`src/rtl/cam_alloc_ctrl_32.sv`:
```
// cam_alloc_ctrl_32: allocation/invalidate/flush controller for a 32-entry CAM.
// Tracks entry occupancy, hands out the lowest free index and drives one-hot
// row strobes for writes (clr_o=0) and for a sequential 32-cycle flush (clr_o=1).
// Optional feature: define CAM_ALLOC_ERR_EN to add the sticky err_o output,
// which flags a write request made while the array is full.
module cam_alloc_ctrl_32 (
  input  logic        clk_i,
  input  logic        rst_i,
  input  logic        wr_req_i,
  output logic        wr_ready_o,
  output logic [4:0]  wr_idx_o,
  output logic [31:0] wr_en_o,
  output logic        clr_o,
  input  logic        inv_req_i,
  input  logic [4:0]  inv_idx_i,
  input  logic        flush_i,
  output logic [31:0] valid_o,
  output logic [5:0]  count_o,
  output logic        full_o,
  output logic        empty_o,
  output logic        busy_o
`ifdef CAM_ALLOC_ERR_EN
  ,
  output logic        err_o
`endif
);

  typedef enum logic [1:0] {IDLE, WRITE, FLUSH} state_t;

  state_t      state, state_next;
  logic [31:0] valid_next;
  logic [31:0] wr_en_next;
  logic        clr_next;
  logic [4:0]  fcnt, fcnt_next;
  logic [5:0]  count_next;
  logic [31:0] inv_mask;
  logic        accept;
  logic        found;
`ifdef CAM_ALLOC_ERR_EN
  logic        err_next;
`endif

  assign full_o     = (count_o == 6'd32);
  assign empty_o    = (count_o == 6'd0);
  assign busy_o     = (state != IDLE);
  assign wr_ready_o = (state == IDLE) && !full_o && !flush_i;
  assign accept     = wr_req_i && wr_ready_o;
  assign inv_mask   = inv_req_i ? (32'b1 << inv_idx_i) : '0;

  // Priority encoder: lowest-numbered free entry, 0 when every entry is taken.
  always_comb begin
    wr_idx_o = '0;
    found    = 1'b0;
    for (int unsigned i = 0; i < 32; i++) begin
      if (!found && !valid_o[i]) begin
        wr_idx_o = i[4:0];
        found    = 1'b1;
      end
    end
  end

  // Next-state, next occupancy and next strobe decisions.
  always_comb begin
    state_next = state;
    valid_next = valid_o;
    wr_en_next = '0;
    clr_next   = 1'b0;
    fcnt_next  = fcnt;
`ifdef CAM_ALLOC_ERR_EN
    err_next   = err_o;
`endif
    case (state)
      IDLE: begin
        valid_next = valid_o & ~inv_mask;
        if (flush_i) begin
          // Entry edge already strobes and clears index 0.
          state_next    = FLUSH;
          fcnt_next     = '0;
          wr_en_next    = 32'h1;
          clr_next      = 1'b1;
          valid_next[0] = 1'b0;
        end else if (accept) begin
          // Invalidate applied first so a same-edge allocation always sticks.
          state_next           = WRITE;
          valid_next[wr_idx_o] = 1'b1;
          wr_en_next           = 32'b1 << wr_idx_o;
        end
`ifdef CAM_ALLOC_ERR_EN
        if (wr_req_i && full_o) err_next = 1'b1;
`endif
      end
      WRITE: begin
        valid_next = valid_o & ~inv_mask;
        state_next = IDLE;
      end
      FLUSH: begin
        if (fcnt == 5'd31) begin
          state_next = IDLE;
          fcnt_next  = '0;
`ifdef CAM_ALLOC_ERR_EN
          err_next   = 1'b0;
`endif
        end else begin
          fcnt_next             = fcnt + 5'd1;
          wr_en_next            = 32'b1 << fcnt_next;
          clr_next              = 1'b1;
          valid_next[fcnt_next] = 1'b0;
        end
      end
      default: state_next = IDLE;
    endcase
    count_next = '0;
    for (int unsigned i = 0; i < 32; i++) begin
      count_next = count_next + 6'(valid_next[i]);
    end
  end

  // State register.
  always_ff @(posedge clk_i) begin
    if (rst_i) state <= IDLE;
    else       state <= state_next;
  end

  // Occupancy, strobe and flush-counter registers.
  always_ff @(posedge clk_i) begin
    if (rst_i) begin
      valid_o <= '0;
      count_o <= '0;
      wr_en_o <= '0;
      clr_o   <= 1'b0;
      fcnt    <= '0;
    end else begin
      valid_o <= valid_next;
      count_o <= count_next;
      wr_en_o <= wr_en_next;
      clr_o   <= clr_next;
      fcnt    <= fcnt_next;
    end
  end

`ifdef CAM_ALLOC_ERR_EN
  // Sticky overflow-attempt flag.
  always_ff @(posedge clk_i) begin
    if (rst_i) err_o <= 1'b0;
    else       err_o <= err_next;
  end
`endif

endmodule

```
`config.mk`:
```
export PLATFORM = sky130hd
export DESIGN_NAME = cam_alloc_ctrl_32
export DESIGN_NICKNAME = d
export VERILOG_FILES = /design/src/rtl/cam_alloc_ctrl_32.sv
export SDC_FILE = /design/constraint.sdc
export NUM_CORES = 1
export LEC_CHECK = 0
export ABC_AREA = 1
export BUFFER_PORTS_ARGS = -buffer_cell sky130_fd_sc_hd__clkbuf_2
export CAP_MARGIN = 20
export CORE_UTILIZATION = 39
export CTS_CLUSTER_DIAMETER = 100
export DETAILED_ROUTE_END_ITERATION = 12
export PLACE_DENSITY_LB_ADDON = 0.15
export SYNTH_ARGS = -nofsm -noshare
export SYNTH_HDL_FRONTEND = slang
export SYNTH_SLANG_ARGS = --single-unit
export TNS_END_PERCENT = 1
```
`constraint.sdc`:
```
create_clock -name clk_i -period 12.11 [get_ports clk_i]
set_input_delay 1.8165 -clock clk_i [delete_from_list [all_inputs] [get_ports clk_i]]
set_output_delay 1.8165 -clock clk_i [all_outputs]
set_load 0.005 [all_outputs]
```
Word level (Yosys, flattened, before mapping):

Cells that the tools add are included.
Widths: inputs -> output; s select.

* output and inout port bits: 80
* input port bits: 10
* flip-flop bits (word level): 78

* add/subtract/negate cells: 32
* shift operators: 3
* bitwise logic cells: 5
* muxes and demuxes: 86
* $lt $le $gt $ge: 4
* equal/unequal tests: 7
* reduce and logical (&&, ||, !) cells: 105

Operator list (number)
* $mux 32: 6
* $mux 5: 32
* $add 6x1->6: 26
* $pmux 32 s3: 1
* $shl 1x5->32 const A: 3
* $and 32x32->32: 2
* $not 32->32: 2
* $pmux 32 s2: 1
* $logic_not 1->1: 63
* $mux 1: 37
* $logic_and 1x1->1: 36
* $or 32x32->32: 1
* $mux 31: 1
* $lt 5x6->1 const B: 2
* $demux 1 s5: 2
* $ge 5x1->1 const B: 2
* $pmux 5 s2: 1
* $add 5x1->6: 1
* $eq 6x6->1 const B: 1
* $logic_not 6->1: 1
* $mux 2: 3
* $add 4x1->5: 1
* $add 5x1->5 const B: 1
* $eq 5x5->1 const B: 1
* other kinds (12): 15

Depth between registers and ports, before layout:

Gate-level depths: netlist of run 1.

* depth after elaboration: 132
* depth in mapped cells: 42
* mapped depth without buffers: 42

Worst setup path before layout of run 1:

Ideal clock, no wire load.

* path type: input to register
* from: in flush_i
* to: reg count_o[4]
* data arrival time: 7.180 ns
* setup slack: 4.810 ns
* cell stages on the path: 25
* cells stage by stage: nor3_1 > nand2_1 > buf_2 > nor2_1 > nand2_1 > nand2_1 > nand2_1 > nand2_1 > nand2_1 > fa_1 > inv_1 > fa_1 > fa_1 > fa_1 > inv_1 > fa_1 > fa_1 > inv_1 > ha_1 > inv_1 > fa_1 > o21bai_1 > a21oi_1 > o21ai_0 > a21oi_1

* word-level cells in the longest chain between the ends: 37
* elaborated cells on any way between the ends: 38

RTL lines
* start, declared: RTL line 16 `input logic flush_i,`
* $logic_not 1->1: RTL line 46 `assign wr_ready_o = (state == IDLE) && !full_o && !flush_i;`
* $logic_and 1x1->1: RTL line 46
* $logic_and 1x1->1: RTL line 47 `assign accept = wr_req_i && wr_ready_o;`
* $mux 32: RTL line 82 `end else if (accept) begin`
* $mux 1 / $mux 31 (equally long branches): RTL line 75 `if (flush_i) begin`
* $pmux 32 s3 *: RTL line 72 `case (state)`
* $add 1x1->2: RTL line 114 `count_next = count_next + 6'(valid_next[i]);`
* $add 2x1->3: RTL line 114
* $add 3x1->4: RTL line 114
* $add 4x1->5: RTL line 114
* $add 5x1->6: RTL line 114
* $add 6x1->6 (25 in a row): RTL line 114
* $add 6x1->6 *: RTL line 114
* end signal, assigned: RTL line 134 `count_o <= count_next;`
* end, declared: RTL line 18 `output logic [5:0] count_o,`

Every way passes the cells marked *; elsewhere a longest branch is shown, timed or not.
A chain may end at the register's enable or synchronous reset.

Final worst setup path of run 1:

* from: reg valid_o[3]
* to: reg count_o[4]

* word-level cells in the longest chain between the ends: 126
* elaborated cells on any way between the ends: 159

RTL lines
* start, declared: RTL line 17 `output logic [31:0] valid_o,`
* start signal, assigned: RTL line 133 `valid_o <= valid_next;`
* $logic_not 1->1: RTL line 55 `if (!found && !valid_o[i]) begin`
* $logic_and 1x1->1: RTL line 55
* $mux 1: RTL line 55
* $logic_not 1->1: RTL line 55
* $logic_and 1x1->1: RTL line 55
* $mux 1: RTL line 55
* $logic_not 1->1: RTL line 55
* $logic_and 1x1->1: RTL line 55
* (+86 left out)
* $pmux 32 s3 *: RTL line 72
* $add 1x1->2: RTL line 114
* $add 2x1->3: RTL line 114
* $add 3x1->4: RTL line 114
* $add 4x1->5: RTL line 114
* $add 5x1->6: RTL line 114
* $add 6x1->6 (25 in a row): RTL line 114
* $add 6x1->6 *: RTL line 114

Marked as above.

==> impl_metrics.json, run 1 <==
{
  "status": "finished clean",
  "place_ws_ps": 4050,
  "hold-path-endpoint": "fcnt[4]",
  "worst_slack_ps": 4340,
  "cp_top_family": "adder cells",
  "synth_fp_nets": 790,
  "htree_levels": 3,
  "ir_worst_vdd_mv": 0.0516,
  "nets": 877,
  "worstSetupPathType": "register to register",
  "hold_depth": 2,
  "post_cts_buffers": 0,
  "drtIter0Drc": 632,
  "layout_commonest_cell": "inv_1",
  "antenna_cells": 0,
  "area.growth.synth_to_final_pct": 17.5,
  "vias": 5335,
  "clock-skew-final_ps": 8.72,
  "synth-simple-area-share_pct": 29.8,
  "synth_mux_area_share_pct": 0,
  "cts.path.max_buffers": 2,
  "synth_area_per_cell_um2": 7.06,
  "cap_viol_max_count": 0,
  "gr-usage-all-layers_pct": 30.2,
  "nFillCells": 1372,
  "postCtsHoldBufs": 0,
  "synth_cells": 742,
  "clk_pin_slew_ps": 60,
  "reg2reg_from": "valid_o[3]",
  "drc_errors": 0,
  "finalPower_mw": 0.598,
  "ys_seq_area_share_pct": 29.8,
  "firstDrtPassIters": 6,
  "io-pin-count": 90,
  "clock_latency_ps": 360,
  "antenna_found_initial": 0,
  "rrSetupSlack_ps": 4340,
  "hold_violations": 0,
  "die_height_um": 118,
  "port_buffers": 89,
  "synthArstFlopShare_pct": 0,
  "finalSetupTns_ps": 0,
  "start_util_pct": 40.7,
  "dp_hpwl_um": 16700,
  "grt_pass1_vias": 5253,
  "core-area_mm2": 0.0129,
  "synth-edff-count": 0,
  "fin_crit_sh_pct": 64.2,
  "vias_per_cell": 5.30,
  "holdCritPathClass": "register to register",
  "fmax_ghz": 0.129,
  "setup_viol": 0,
  "overflow": 0,
  "fp.dieArea_mm2": 0.0139,
  "final_cell_mix": "inv_1, nand2_1, nor2_1",
  "grt_pass1_wl_um": 30800,
  "cts_tree": "built",
  "cp.required_ps": 12350,
  "end_kind": "register",
  "synth_warnings": 0,
  "slowest_stage": "fa_1",
  "drv_slew": 0,
  "r2r-end": "count_o[4]",
  "holdCritStartpoint": "fcnt[4]",
  "wl_um": 20500,
  "cts_buffers": 9,
  "place.gp.congestion": 0.950,
  "critPathLaunchType": "register",
  "crit_buf_inv": 5,
  "die_w_um": 118,
  "fin_area_mm2": 0.00615,
  "r2r_cells": 37,
  "crit_fanout": 6,
  "rows": 41,
  "grt_max_degree": 47,
  "cts_root_buf": "clkbuf_16",
  "dpl-instance-area_mm2": 0.00586,
  "critical_path_arrival_ps": 8010,
  "synthFlopType": "dfxtp_1",
  "rsz0062_at_grt": "false",
  "synth_xor_area_share_pct": 0.167,
  "power.leakage_nw": 2.91,
  "synth-compound-area-share_pct": 15.7,
  "power.density_mw_per_mm2": 97.2,
  "synthAdderAreaFrac_pct": 12.5,
  "drtAntennaViolNets": 0,
  "tightest_slew_ps": 1020,
  "cts_sinks": 78,
  "yosys.cell_types.count": 49,
  "critical-path-max-stage-delay_ps": 550,
  "avgRoutedWirePerCell_um": 20.3,
  "ys_ff_latch": 78,
  "fin_crit_ps": 7770,
  "cts_resized": 0,
  "synth_top_family_by_area": "simple AND/OR/NAND/NOR gates",
  "syn_area_mm2": 0.00524,
  "drive_gt1_share_pct": 17.6,
  "relSlewSlack_pct": 31.2
}
==> routing by layer <==
layer | track usage [%] | share of wire (%) | wire [um] | vias up
met3 | 4.80 | 6.1 | 1250 | 40
met1 | 40.3 | 45 | 9170 | 2544
li1 | - | - | - | 2548
met4 | 12.9 | 2.9 | 598 | 0
met2 | 48.0 | 46 | 9440 | 203
met5 | 0 | 0 | 0 | -
==> cell usage after synthesis (all sizes together), types with 5 or more instances <==
library cell    n  area (um^2)
nor2          118          526
o21ai          44          228
o211ai         11         96.3
nand4          14          184
inv           148          556
nor3           20          116
nand2         134          526
dfxtp          78         1560
a22oi           6         45.0
fa             24          480
a21oi          51          263
nor4            6         37.5
o2111ai         5         43.8
ha             14          175
nand3          27          145
clkbuf         15         56.3
==> how the worst max path moves through the flow <==
stage                     slack [ps]  depth (start not counted)         end       start
after floorplan                 4810                         25  count_o[4]     flush_i
after global placement          4220                         25  count_o[4]     flush_i
after detailed placement        4050                         25  count_o[4]     flush_i
after CTS                       4390                         25  count_o[4]     flush_i
after global routing            3790                         40  count_o[4]  valid_o[3]
final                           4340                         37  count_o[4]  valid_o[3]
==> metrics by stage <==
step	utilization, %	std cells	hold WS (ps)
floorplan	-	742	445
global placement	45.5	990	456
detailed placement	45.5	990	474
CTS	47.8	1006	482
global route	47.8	1006	499
finish	47.8	1006	484
==> where the power goes <==
group	switching (mW)	internal, mW
clock network	0.114	0.159
logic	0.0455	0.0170
registers	0.00353	0.260
total	0.163	0.435
==> worst register-to-register path, delay by kind of cell, from the launching register on <==
family	cells	cell delay, ps
adder cells (fa/ha/maj)	8	3590
AND/OR/NAND/NOR	20	2880
AO/OA/AOI/OAI	4	450
flip-flops	1	430
buffers and inverters	5	320
==> cell type report <==
class	count	area, um^2	share of cell area (%)
Clock inverter	6	62.6	1.02
Tap cell	172	215	3.50
Multi-Input combinational cell	496	3040	49.4
Sequential cell	78	1560	25.4
Inverter	151	567	9.21
Clock buffer	10	229	3.72
Timing Repair Buffer	93	475	7.73
==> cell families after synthesis <==
group,Yosys count
and+or+nand+nor,322
adders and majority gates,38
DFF,78
buffers and inverters,168
AOI/OAI and AO/OA,135
xor gates and xnor gates,1
==> flip-flops by register name (all words and copies together) (netlist names) <==
signal   flops
state        2
count_o      6
valid_o     32
clr_o        1
fcnt         5
wr_en_o     32
Note: power is estimated with default switching activity, not from simulation.
==> run 2: changes to the inputs <==
clock period = 8.14 ns   (was 12.11 ns; I/O delays follow)
==> run 2 against run 1 <==
Sequential power rose by 49%. Count of clock-buffer cells in the layout fell by 1. Maximum frequency rose by 1.3%. Cell count rose by 0.89%. Hold slack got worse by 6.5 ps.
==> impl_metrics.json, run 2 (synthesis gave the netlist of run 1 again) <==
{
  "critical-path-max-stage-delay_ps": 550,
  "fmax_ghz": 0.130,
  "finalSetupTns_ps": 0,
  "final_cell_mix": "inv_1, nand2_1, nor2_1",
  "rsz0062_at_grt": "false",
  "power.density_mw_per_mm2": 141,
  "relSlewSlack_pct": 47.1,
  "drtIter0Drc": 591,
  "cts_tree": "built",
  "grt_pass1_vias": 5280,
  "power.leakage_nw": 2.99,
  "drive_gt1_share_pct": 19.6,
  "postLayoutCoreUtil_pct": 48.5,
  "die_w_um": 118,
  "antenna_cells": 0,
  "place_inst": 995,
  "overflow": 0,
  "cp_top_family": "adder cells",
  "hold_violations": 0,
  "area.growth.synth_to_final_pct": 19.2,
  "rows": 41,
  "pwr-share-clk_pct": 44.7,
  "clock-skew-final_ps": 7.13,
  "core-area_mm2": 0.0129,
  "io-pin-count": 90,
  "cap_viol_max_count": 0,
  "cts_sinks": 78,
  "worstSetupPathType": "register to register",
  "drv_slew": 0,
  "htree_levels": 3,
  "grt_pass1_wl_um": 31000,
  "clk_pin_slew_ps": 60,
  "setup_viol": 0,
  "finalPower_mw": 0.879,
  "ir_worst_vdd_mv": 0.0816,
  "nFillCells": 1336,
  "antenna_found_initial": 0,
  "dp_hpwl_um": 16700,
  "drc_errors": 0,
  "cp.required_ps": 8380,
  "holdCritPathClass": "register to register",
  "fin_area_mm2": 0.00624,
  "fp.dieArea_mm2": 0.0139,
  "pwr-share-comb_pct": 10.8,
  "layout_commonest_cell": "inv_1",
  "vias_per_cell": 5.31,
  "cts_root_buf": "clkbuf_16",
  "nets": 888,
  "slowest_stage": "fa_1",
  "tightest_slew_ps": 792,
  "dpl-instance-area_mm2": 0.00590,
  "crit_fanout": 4,
  "power.net_switching_mw": 0.233,
  "die_height_um": 118,
  "fin_crit_ps": 7670,
  "final_cell_count_no_fill": 1015,
  "vias": 5388,
  "fin_crit_sh_pct": 94.2,
  "top_regs": "valid_o (32), wr_en_o (32), count_o (6)",
  "critical_path_arrival_ps": 7910,
  "end_kind": "register",
  "power_frac_seq_pct": 44.5,
  "avgRoutedWirePerCell_um": 20.0,
  "p_sw_share_pct": 26.6,
  "drtAntennaViolNets": 0,
  "wl_um": 20300,
  "firstDrtPassIters": 5,
  "cts_buffers": 9,
  "gr-usage-all-layers_pct": 30.3,
  "status": "finished clean",
  "place.gp.congestion": 1.03,
  "port_buffers": 89,
  "crit_top_cell": "nor2_4",
  "grt_max_degree": 47,
  "clock_latency_ps": 350,
  "intPower_mw": 0.645,
  "critPathLaunchType": "register",
  "layout.area.seq_mm2": 0.00157,
  "start_util_pct": 40.7,
  "cts.path.max_buffers": 2,
  "postCtsHoldBufs": 0,
  "crit_buf_inv": 6,
  "multi_input_area_mm2": 0.00305
}
-- run 2: cell count changes in the layout (fill, tap and decap cells not counted), moves of 2 or more --
cell / before / now
buf_4: 4 / 13
dfxtp_1: 78 / 74
dfxtp_2: 0 / 3
nand2_1: 129 / 126
nand2_2: 3 / 6
clkinvlp_4: 3 / 1
-- run 2: layout make-up --
class                           instances  area share, %
Sequential cell                        78           25.1
Timing Repair Buffer                  104           8.96
Inverter                              151           9.08
Multi-Input combinational cell        496           48.9
Clock inverter                          5          0.842
Clock buffer                            9           3.61
Tap cell                              172           3.45
-- run 2: power by group through the flow --
stage          registers [mW]  logic (mW)  clock network, mW
3_3_place_gp            0.399      0.0946                  0
6_report                0.391      0.0950              0.392
4_1_cts                 0.391      0.0939              0.399
2_1_floorplan           0.398      0.0570                  0
5_1_grt                 0.391       0.105              0.416
3_5_place_dp            0.399      0.0932                  0
-- run 2: routing by layer --
metal / track usage (%) / part of all wire (%) / vias to the layer above
li1: - / - / 2568
met1: 42.1 / 46 / 2574
met2: 46.7 / 45 / 211
met3: 4.36 / 6.0 / 35
met4: 12.5 / 3.0 / 0
met5: 0 / 0 / -
-- run 2: metrics by stage --
step | hold WS [ps] | setup WS, ps
2_1_floorplan | 445 | 1160
3_3_place_gp | 458 | 433
5_1_grt | 497 | 18.6
6_report | 478 | 468
4_1_cts | 473 | 303
3_5_place_dp | 463 | 347
-- run 2: final timing paths --
| kind | startpoint | endpoint | slack (ps) | depth (start not counted) |
|---|---|---|---|---|
| worst max register to register | valid_o[3] | count_o[4] | 470 | 38 |
| worst min-delay path | fcnt[3] | fcnt[3] | 480 | 2 |
| worst max-delay path | valid_o[3] | count_o[4] | 470 | 38 |
| worst min register to register | fcnt[3] | fcnt[3] | 480 | 2 |
-- run 2: timing repair --
action / 4_1_cts / 5_1_grt
hold endpoints to repair: 0 / 0
setup endpoints to repair: 0 / 4
buffers inserted: 0 / 5
resized for setup: 0 / 11
-- run 2: tightest hold or removal path, stage by stage, from the launching register on --
cell     delay [ps]
dfxtp_1         310
nand2_1          60
a21oi_1          60
==> run 3: changes to the inputs <==
RECOVER_POWER = 25   (was unset)
==> run 3 against run 2 <==
Wire length grew 0.18%. Count of clock-buffer cells in the layout is the same. Cell count is the same. Total power is essentially flat. Register-to-register slack is essentially flat. Sequential power is essentially flat. Core utilization shrank 0.097 points. Via count grew 0.37%. Sequential cell count is the same. Sequential share of layout area grew 0.051 points. Clock skew is essentially flat. Setup slack gained 8.6 ps. Critical path type unchanged. Critical endpoint unchanged. Largest cell class unchanged. Largest power group unchanged.
==> impl_metrics.json, run 3 (synthesis gave the netlist of run 1 again) <==
{
  "status": "finished clean",
  "place.gp.congestion": 1.03,
  "final_cell_mix": "inv_1, nand2_1, nor2_1",
  "grt_pass1_vias": 5280,
  "cts_tree": "built",
  "cts_buffers": 9,
  "grt_max_degree": 47,
  "cts.path.max_buffers": 2,
  "rsz0062_at_grt": "false",
  "holdCritPathClass": "register to register",
  "crit_buf_inv": 6,
  "power.leakage_nw": 2.95,
  "power.density_mw_per_mm2": 141,
  "worstSetupPathType": "register to register",
  "port_buffers": 89,
  "critical-path-max-stage-delay_ps": 550,
  "clock-skew-final_ps": 6.91,
  "wl_um": 20300,
  "die_height_um": 118,
  "layout_commonest_cell": "inv_1",
  "slowest_stage": "fa_1",
  "cts_root_buf": "clkbuf_16",
  "overflow": 0,
  "top_regs": "valid_o (32), wr_en_o (32), count_o (6)",
  "gr-usage-all-layers_pct": 30.3,
  "clock_latency_ps": 350,
  "core-area_mm2": 0.0129,
  "area.growth.synth_to_final_pct": 19.0,
  "relSlewSlack_pct": 46.5,
  "intPower_mw": 0.645,
  "nets": 888,
  "hold_depth": 2,
  "cap_viol_max_count": 0,
  "dp_hpwl_um": 16700,
  "hold_violations": 0,
  "vias": 5408,
  "pwr-share-comb_pct": 10.8,
  "power.net_switching_mw": 0.234,
  "htree_levels": 3,
  "crit_top_cell": "nor2_4",
  "fin_area_mm2": 0.00623,
  "power_frac_seq_pct": 44.5,
  "finalPower_mw": 0.879,
  "drv_slew": 0,
  "cp.required_ps": 8380,
  "firstDrtPassIters": 5,
  "setup_viol": 0,
  "place_inst": 995,
  "start_util_pct": 40.7,
  "avgRoutedWirePerCell_um": 20.0,
  "rows": 41,
  "tightest_slew_ps": 801,
  "die_w_um": 118,
  "fin_crit_sh_pct": 94.1,
  "end_kind": "register",
  "antenna_found_initial": 0,
  "fp.dieArea_mm2": 0.0139,
  "fmax_ghz": 0.130,
  "grt_pass1_wl_um": 31000,
  "io-pin-count": 90,
  "drive_gt1_share_pct": 18.4,
  "r2r_cells": 38,
  "antenna_cells": 0,
  "drc_errors": 0,
  "crit_fanout": 4,
  "cts_sinks": 78,
  "drtAntennaViolNets": 0,
  "critical_path_arrival_ps": 7900,
  "finalSetupTns_ps": 0,
  "dpl-instance-area_mm2": 0.00590,
  "final_cell_count_no_fill": 1015,
  "drtIter0Drc": 641,
  "fin_crit_ps": 7660,
  "pwr-share-clk_pct": 44.7,
  "clk_pin_slew_ps": 60,
  "p_sw_share_pct": 26.6,
  "cp_top_family": "adder cells",
  "vias_per_cell": 5.33,
  "critPathLaunchType": "register",
  "ir_worst_vdd_mv": 0.0820,
  "crit_cells": 38
}
run 3: changes by cell type in the layout (fill, tap and decap cells not counted):
cell      before  now
clkbuf_1       0   10
clkbuf_2      90   80
run 3: cell type report:
class	instances	area, um^2
tap	172	215
multi-input combinational	496	3050
clock buffer	9	225
sequential	78	1570
inverter	151	567
timing repair buffer	104	547
fill	1342	6650
clock inverter	5	52.6
run 3: what timing repair did:
item                                   CTS  global route
hold buffers                             0             0
endpoints found under the hold margin    0             0
setup endpoints to repair                0             4
buffers inserted                         0             5
gates resized for setup                  0            11
run 3: power by group through the flow:
stage	Sequential [mW]	Combinational (mW)	Clock, mW
2_1_floorplan	0.398	0.0570	0
3_3_place_gp	0.399	0.0946	0
3_5_place_dp	0.399	0.0932	0
4_1_cts	0.391	0.0939	0.399
5_1_grt	0.391	0.105	0.416
6_report	0.391	0.0948	0.393
run 3: stage by stage:
step | setup WS (ps) | utilization, % | hold slack (ps)
finish | 477 | 48.4 | 476
global route | 18.6 | 48.4 | 497
CTS | 303 | 48.0 | 473
detailed placement | 347 | 45.8 | 463
global placement | 433 | 45.8 | 458
floorplan | 1160 | - | 445
run 3: layer usage:
layer / up-vias / part of all wire, % / wire [um] / global-route usage, %
li1: 2568 / - / - / -
met1: 2578 / 45 / 9170 / 42.1
met2: 221 / 45 / 9210 / 46.7
met3: 41 / 6.4 / 1290 / 4.36
met4: 0 / 3.3 / 663 / 12.5
met5: - / 0 / 0 / 0
run 3: final timing paths:
path	to	start	slack, ps
max	count_o[4]	valid_o[3]	480
min	fcnt[4]	fcnt[4]	480
max reg2reg	count_o[4]	valid_o[3]	480
min reg2reg	fcnt[4]	fcnt[4]	480
run 3: worst min-delay path: stages (launching register included):
cell and delay (ps):
dfxtp_1 310, nand2_1 60, a21oi_1 50
